--- src/rtl/fifo_rd_packer.sv ---
// Read-domain FIFO consumer: pops WIDTH-bit entries and packs PACK of them
// little-endian into one wide word, presented on a valid/ready handshake.
module fifo_rd_packer #(
  parameter int WIDTH = 8,
  parameter int PACK  = 4,
  parameter int CW    = $clog2(PACK) + 1
) (
  input  logic                  rclk,
  input  logic                  rrst_n,
  input  logic                  rempty,
  input  logic [WIDTH-1:0]      rdata,
  output logic                  rinc,
  input  logic                  flush,
  output logic [PACK*WIDTH-1:0] out_data,
  output logic [CW-1:0]         out_cnt,
  output logic                  out_valid,
  input  logic                  out_ready
);

  localparam int LW = $clog2(PACK);
  localparam logic [0:0] ST_FILL = 1'b0;
  localparam logic [0:0] ST_HOLD = 1'b1;

  logic [0:0]            state_reg, state_next;
  logic [LW-1:0]         cnt_reg, cnt_next;
  logic [PACK*WIDTH-1:0] buf_reg, buf_next, merged;
  logic [PACK*WIDTH-1:0] out_data_reg, out_data_next;
  logic [CW-1:0]         out_cnt_reg, out_cnt_next;
  logic                  in_fill, last_lane;
  logic                  emit_full, emit_flush_pop, emit_flush_idle, emit;

  assign in_fill   = (state_reg == ST_FILL);
  assign rinc      = rrst_n && in_fill && !rempty;
  assign last_lane = (cnt_reg == LW'(PACK - 1));

  // Buffer contents with the entry being popped this cycle dropped into its lane.
  genvar gi;
  generate
    for (gi = 0; gi < PACK; gi++) begin : g_lane
      assign merged[gi*WIDTH +: WIDTH] =
        (rinc && (cnt_reg == LW'(gi))) ? rdata : buf_reg[gi*WIDTH +: WIDTH];
    end
  endgenerate

  assign emit_full       = rinc && last_lane;
  assign emit_flush_pop  = rinc && !last_lane && flush;
  assign emit_flush_idle = !rinc && in_fill && flush && (cnt_reg != '0);
  assign emit            = emit_full || emit_flush_pop || emit_flush_idle;

  always_comb begin
    state_next    = state_reg;
    cnt_next      = cnt_reg;
    buf_next      = merged;
    out_data_next = out_data_reg;
    out_cnt_next  = out_cnt_reg;
    if (emit) begin
      // Emitted lanes are cleared so the next partial word has zero-filled upper lanes.
      buf_next      = '0;
      out_data_next = merged;
      cnt_next      = '0;
      state_next    = ST_HOLD;
      if (emit_full)
        out_cnt_next = CW'(PACK);
      else if (emit_flush_pop)
        out_cnt_next = CW'(cnt_reg) + CW'(1);
      else
        out_cnt_next = CW'(cnt_reg);
    end else if (rinc) begin
      cnt_next = cnt_reg + LW'(1);
    end else if (!in_fill && out_ready) begin
      state_next = ST_FILL;
    end
  end

  always_ff @(posedge rclk) begin
    if (!rrst_n) begin
      state_reg    <= ST_FILL;
      cnt_reg      <= '0;
      buf_reg      <= '0;
      out_data_reg <= '0;
      out_cnt_reg  <= '0;
    end else begin
      state_reg    <= state_next;
      cnt_reg      <= cnt_next;
      buf_reg      <= buf_next;
      out_data_reg <= out_data_next;
      out_cnt_reg  <= out_cnt_next;
    end
  end

  assign out_data  = out_data_reg;
  assign out_cnt   = out_cnt_reg;
  assign out_valid = (state_reg == ST_HOLD);

endmodule

--- config.mk ---
export PLATFORM = sky130hd
export DESIGN_NAME = fifo_rd_packer
export DESIGN_NICKNAME = d
export VERILOG_FILES = /design/src/rtl/fifo_rd_packer.sv
export SDC_FILE = /design/constraint.sdc
export NUM_CORES = 1
export LEC_CHECK = 0
export CORE_AREA = 2 2 74 76
export CTS_BUF_LIST = sky130_fd_sc_hd__clkbuf_4
export CTS_CLUSTER_DIAMETER = 120
export DETAILED_ROUTE_END_ITERATION = 8
export DIE_AREA = 0 0 76 78
export PLACE_DENSITY = 0.8
export SLEW_MARGIN = 25
export SYNTH_ARGS = -nofsm -noshare
export SYNTH_HDL_FRONTEND = slang
export SYNTH_SLANG_ARGS = --single-unit
--- constraint.sdc ---
create_clock -name rclk -period 1.96 [get_ports rclk]
set_input_delay 0.392 -clock rclk [delete_from_list [all_inputs] [get_ports rclk]]
set_output_delay 0.392 -clock rclk [all_outputs]
set_load 0.01 [all_outputs]
======== Word level (Yosys, flattened, before mapping) ========
Index checks and enable logic that the tools add are counted.
storage, ports and cells
  word-level logic and storage cells ...... 44
  bits of input ports ..................... 13
  output and inout bits ................... 37
  register bits after elaboration ......... 70
operators by class
  muxes and demuxes ....................... 9
  $add $sub $neg .......................... 2
  bitwise operators ....................... 2
  equality and inequality tests ........... 4
  reductions and logical operators ........ 22
operators by type and width
  cell                 count
  $mux 8               4
  $logic_and 1x1->1    12
  $mux 3               2
  $eq 2x2->1 const B   2
  $reduce_bool 2->1    2
  $add 2x1->3 const B  1
  $logic_not 1->1      3
  $mux 1               3
  $add 2x1->2 const B  1
  $eq 2x1->1 const B   1
  $logic_not 2->1      1
  $logic_or 1x1->1     2
  $ne 2x1->1 const B   1
  $not 1->1            2
  $reduce_and 2->1     1
  $reduce_or 2->1      1

======== Longest topological paths before layout ========
  depth after elaboration ................. 10
  mapped depth ............................ 7
  gate-level depth less buffers ........... 6

======== Worst setup path after synthesis ========
OpenSTA, ideal clock, no wires.
  kind .................................... reg2reg
  from .................................... register cnt_reg[0]
  to ...................................... register out_data_reg[10] (netlist: out_data[10])
  arrival ................................. 1547 ps
  setup slack ............................. 344 ps
  clock period less this slack ............ 1616 ps
  buffers on the path ..................... 1
  library setup time ...................... 70 ps
  required time ........................... 1890 ps
  cell stages (with the launch flop) ...... 7
  cell sequence ........................... dfxtp_1 > inv_1 > ha_1 > nor3_1 > clkbuf_1 > o31ai_1 > a21oi_1
between the ends
  longest elaborated chain between the ends .. 6
  elaborated cells on any way between the ends .. 12
  those cells by class .................... eq/ne: 2; mux: 1; reduce/logical: 9
ends and longest elaborated chain
  element                          line  text
  start: declaration               25    logic [LW-1:0] cnt_reg, cnt_next;
  start signal: assignment         84    cnt_reg <= cnt_next;
  $eq 2x2->1                       34    assign last_lane = (cnt_reg == LW'(PACK - 1));
  $logic_not 1->1                  46    assign emit_flush_pop = rinc && !last_lane && flush;
  $logic_and 1x1->1 (2 in series)  46
  $logic_or 1x1->1 (2 in series)   48    assign emit = emit_full || emit_flush_pop || emit_flush_idle;
  end signal: assignment           86    out_data_reg <= out_data_next;
  end: declaration                 27    logic [PACK*WIDTH-1:0] out_data_reg, out_data_next;
Parallel ways exist; a longest one is shown, timed or not.
A chain may end at the register's enable or synchronous reset.

======== Worst setup path in the final report ========
  from .................................... register state_reg (netlist: out_valid)
  to ...................................... output out_valid
RTL lines
  element                   line  text
  start: declaration        24    logic [0:0] state_reg, state_next;
  start signal: assignment  83    state_reg <= state_next;
  end: declaration          16    output logic out_valid,
No word-level cell between the ends.

==> reports/qor.json <==
{
  "layout": {
    "finalCoreUtilization_pct": 68.64,
    "post-route-cell-area_um2": 3461,
    "insertedDiodeCount": 0,
    "nNetsFinal": 336,
    "area_growth_syn_to_layout_pct": 30.53,
    "layout-drive-gt1-share_pct": 11.11
  },
  "clock_network": {
    "tritoncts_num_sinks": 70,
    "path_clk_slew_ps": 110,
    "tritoncts_buffer_count": 9,
    "clock-root-buffer": "sky130_fd_sc_hd__clkbuf_4",
    "cts_htree_levels": 3,
    "cts_tree": "yes",
    "cts-root-to-sink-buffers": 2,
    "cts-hold-fix-buffers": 0,
    "clock_insertion_delay_worst_skew_ps": 410
  },
  "pwr": {
    "power.sequential.fraction_pct": 56.0,
    "cellLeakagePower_nw": 1.304,
    "post-layout-total-power_mw": 2.734,
    "power.share.switching_pct": 27.93,
    "power.switching_mw": 0.7634,
    "internal-power_mw": 1.970,
    "clock_share_of_power_pct": 27.7,
    "power_frac_comb_pct": 16.3,
    "max-vdd-ir-drop_v": 0.0006286,
    "pwr_density_cell_nw_per_um2": 789.9
  },
  "global_routing": {
    "grt_start_max_net_pins": 37,
    "grt_first_pass_wirelength_mm": 9.908,
    "number_of_antenna_violations_at_the_first_check_in_global_routing": 0,
    "via_count_of_the_first_global_routing_pass": 1965,
    "grt_usage_pct": 21.51,
    "gr-total-overflow": 0
  },
  "synth": {
    "synth.avg_cell_area_um2": 10.08,
    "main_flop_type_after_synthesis": "sky130_fd_sc_hd__dfxtp_1",
    "async_flop_share_pct": 0,
    "synthesis.yosys.warnings": 0,
    "syn-cell-area_um2": 2651,
    "synth-seq-cells": 70,
    "yosys.cell_count.top_type": "sky130_fd_sc_hd__dfxtp_1",
    "syn_inst": 263,
    "syn_nets": 280,
    "number_of_synthesized_flops_with_an_enable_pin": 0,
    "netlist_top_cells_area": "sky130_fd_sc_hd__dfxtp_1 53%, sky130_fd_sc_hd__mux2i_1 13%, sky130_fd_sc_hd__o31ai_1 9.1%",
    "yosys.area.top_type": "sky130_fd_sc_hd__dfxtp_1",
    "synthTopCellsByCount": "70 x sky130_fd_sc_hd__dfxtp_1, 38 x sky130_fd_sc_hd__nor2_1, 35 x sky130_fd_sc_hd__mux2i_1",
    "synth_top_area_share_pct": 52.86,
    "synth_cell_type_count": 27,
    "seq_total_area_yosys_pct": 52.86
  },
  "worst_setup_path": {
    "startpoint_type": "register",
    "critical_path_arrival_ps": 1430,
    "cp.buffers_inverters": 1,
    "critical_path.slowest_cell": "sky130_fd_sc_hd__clkdlybuf4s50_1",
    "timing.critical_path.slowest_cell_delay_ps": 580,
    "critical_path_class": "register to output pin",
    "cp_top_family": "buffers and inverters",
    "worst-endpoint-required_ps": 1570,
    "critical_path.cell_chain": "clkdlybuf4s50_1",
    "critical_path.max_fanout": 3,
    "worstSetupEndpointType": "output pin"
  },
  "sta": {
    "hold_viol_final": 0,
    "whs_ps": 476.9,
    "worst_pin_slew_ps": 405.7,
    "slew-limit-headroom_pct": 72.96,
    "min_period_ps": 1822,
    "fmax_mhz": 549.0,
    "timing.final.max_slew_violations": 0,
    "layout_worst_path_cycle_share_pct": 92.94,
    "finalSetupViolCount": 0,
    "finalClockSkew_ps": 12.23,
    "grt_setup_unrepaired": "false"
  },
  "routing": {
    "route.final.wire_length_mm": 6.091,
    "routed_vias": 2081,
    "drc_errors": 0,
    "drt-pass1-iter-count": 4,
    "detailedRoute.firstIterationViolations": 123,
    "vias_per_cell": 5.282,
    "postRouteAntennaNets": 0,
    "routed_wire_length_per_instance_um": 15.46
  },
  "placement": {
    "final_weighted_congestion_of_routability_driven_global_placement": 0.7826,
    "port_buffers": 49,
    "place.detailed.hpwl_mm": 3.858,
    "placedInstanceArea_um2": 3353
  },
  "hold_path": {
    "hp-class": "register to register"
  },
  "floorplan": {
    "placementRows": 26,
    "die-area_um2": 5928,
    "top_level_ports": 50,
    "chipHeight_um": 78,
    "start_util_pct": 52.58,
    "coreArea_um2": 5042,
    "chipWidth_um": 76
  },
  "run_status": {
    "outcome": "complete, no violations"
  },
  "run": {
    "drv.max_cap_violation_count": 0
  }
}
[repair_timing]
action	4_1_cts	5_1_grt
setup endpoints to repair	1	0
resized for setup	1	0
setup buffers	0	0
hold endpoints to repair	0	0
[worst reg2reg max path: cells and delay by family, from the launching register on]
family	cells	cell delay (ps)
AO/OA/AOI/OAI	2	270
adder cells (fa/ha/maj)	1	280
buffers and inverters	2	320
flip-flops	1	410
AND/OR/NAND/NOR	1	220
[worst paths after layout]
path	startpoint	endpoint	slack, ps	depth (start not counted)
setup / recovery	out_valid	out_valid	140	1
hold / removal	out_cnt[1]	out_cnt[1]	480	2
setup reg to reg	cnt_reg[0]	out_data[30]	330	6
hold reg to reg	out_cnt[1]	out_cnt[1]	480	2
[cell type report]
cell class                 count  area [um2]
timing repair buffer          66       704.4
sequential                    70        1401
multi-input combinational    166        1136
clock inverter                 7       41.29
inverter                       6       22.52
tap                           70       87.58
fill                         404        1582
clock buffer                   9       67.56
[layout by cell type, fill, tap and decap left out, drive strengths merged]
cell type,Yosys,routed
a21oi,33,33
a31oi,1,1
and2,3,3
buf,16,17
clkbuf,5,9
clkdlybuf4s50,0,48
clkinv,0,5
clkinvlp,0,2
dfxtp,70,70
dlygate4sd2,0,1
ha,4,4
inv,6,6
mux2i,35,35
nand2,1,1
nand2b,3,3
nand3,1,1
nand3b,1,1
nor2,39,39
nor2b,1,1
nor3,2,2
nor3b,2,2
o21a,1,1
o21ai,2,2
o22ai,3,3
o31ai,32,32
xnor2,2,2
[per-layer routing]
| layer | GRT usage, % | vias to the layer above | share of wire (%) | wire length [um] |
|---|---|---|---|---|
| li1 | - | 1043 | - | - |
| met1 | 28.85 | 980 | 49 | 2996 |
| met2 | 33.39 | 48 | 45 | 2750 |
| met3 | 4.186 | 10 | 3.8 | 230 |
| met4 | 10.55 | 0 | 1.8 | 112 |
| met5 | 0 | - | 0 | 0 |
[power by group through the flow]
stage | logic (mW) | clock network [mW] | registers (mW)
6_report | 0.445 | 0.758 | 1.53
5_1_grt | 0.479 | 0.844 | 1.54
4_1_cts | 0.447 | 0.779 | 1.53
3_5_place_dp | 0.447 | 0 | 1.56
3_3_place_gp | 0.439 | 0 | 1.56
2_1_floorplan | 0.188 | 0 | 1.58
[through the flow]
stage | std cells | TNS [ps] | worst slack [ps]
after detailed placement | 378 | -3656 | -188.0
after floorplan | 263 | 0 | 343.5
after CTS | 394 | 0 | 120.5
final | 394 | 0 | 138.4
after global routing | 394 | 0 | 79.93
after global placement | 378 | -765.6 | -89.08
[kinds of logic (layout without fill, tap and decap cells)]
logic type	count (synthesis)	in the layout	synth area share, %
xor gates and xnor gates	2	2	0.6608
adders and majority gates	4	4	1.888
and+or+nand+nor	53	53	9.627
DFF	70	70	52.85
buffers and inverters	27	88	4.861
AOI/OAI and AO/OA	72	72	16.89
muxes	35	35	13.21
(Power assumes the default switching activity.)
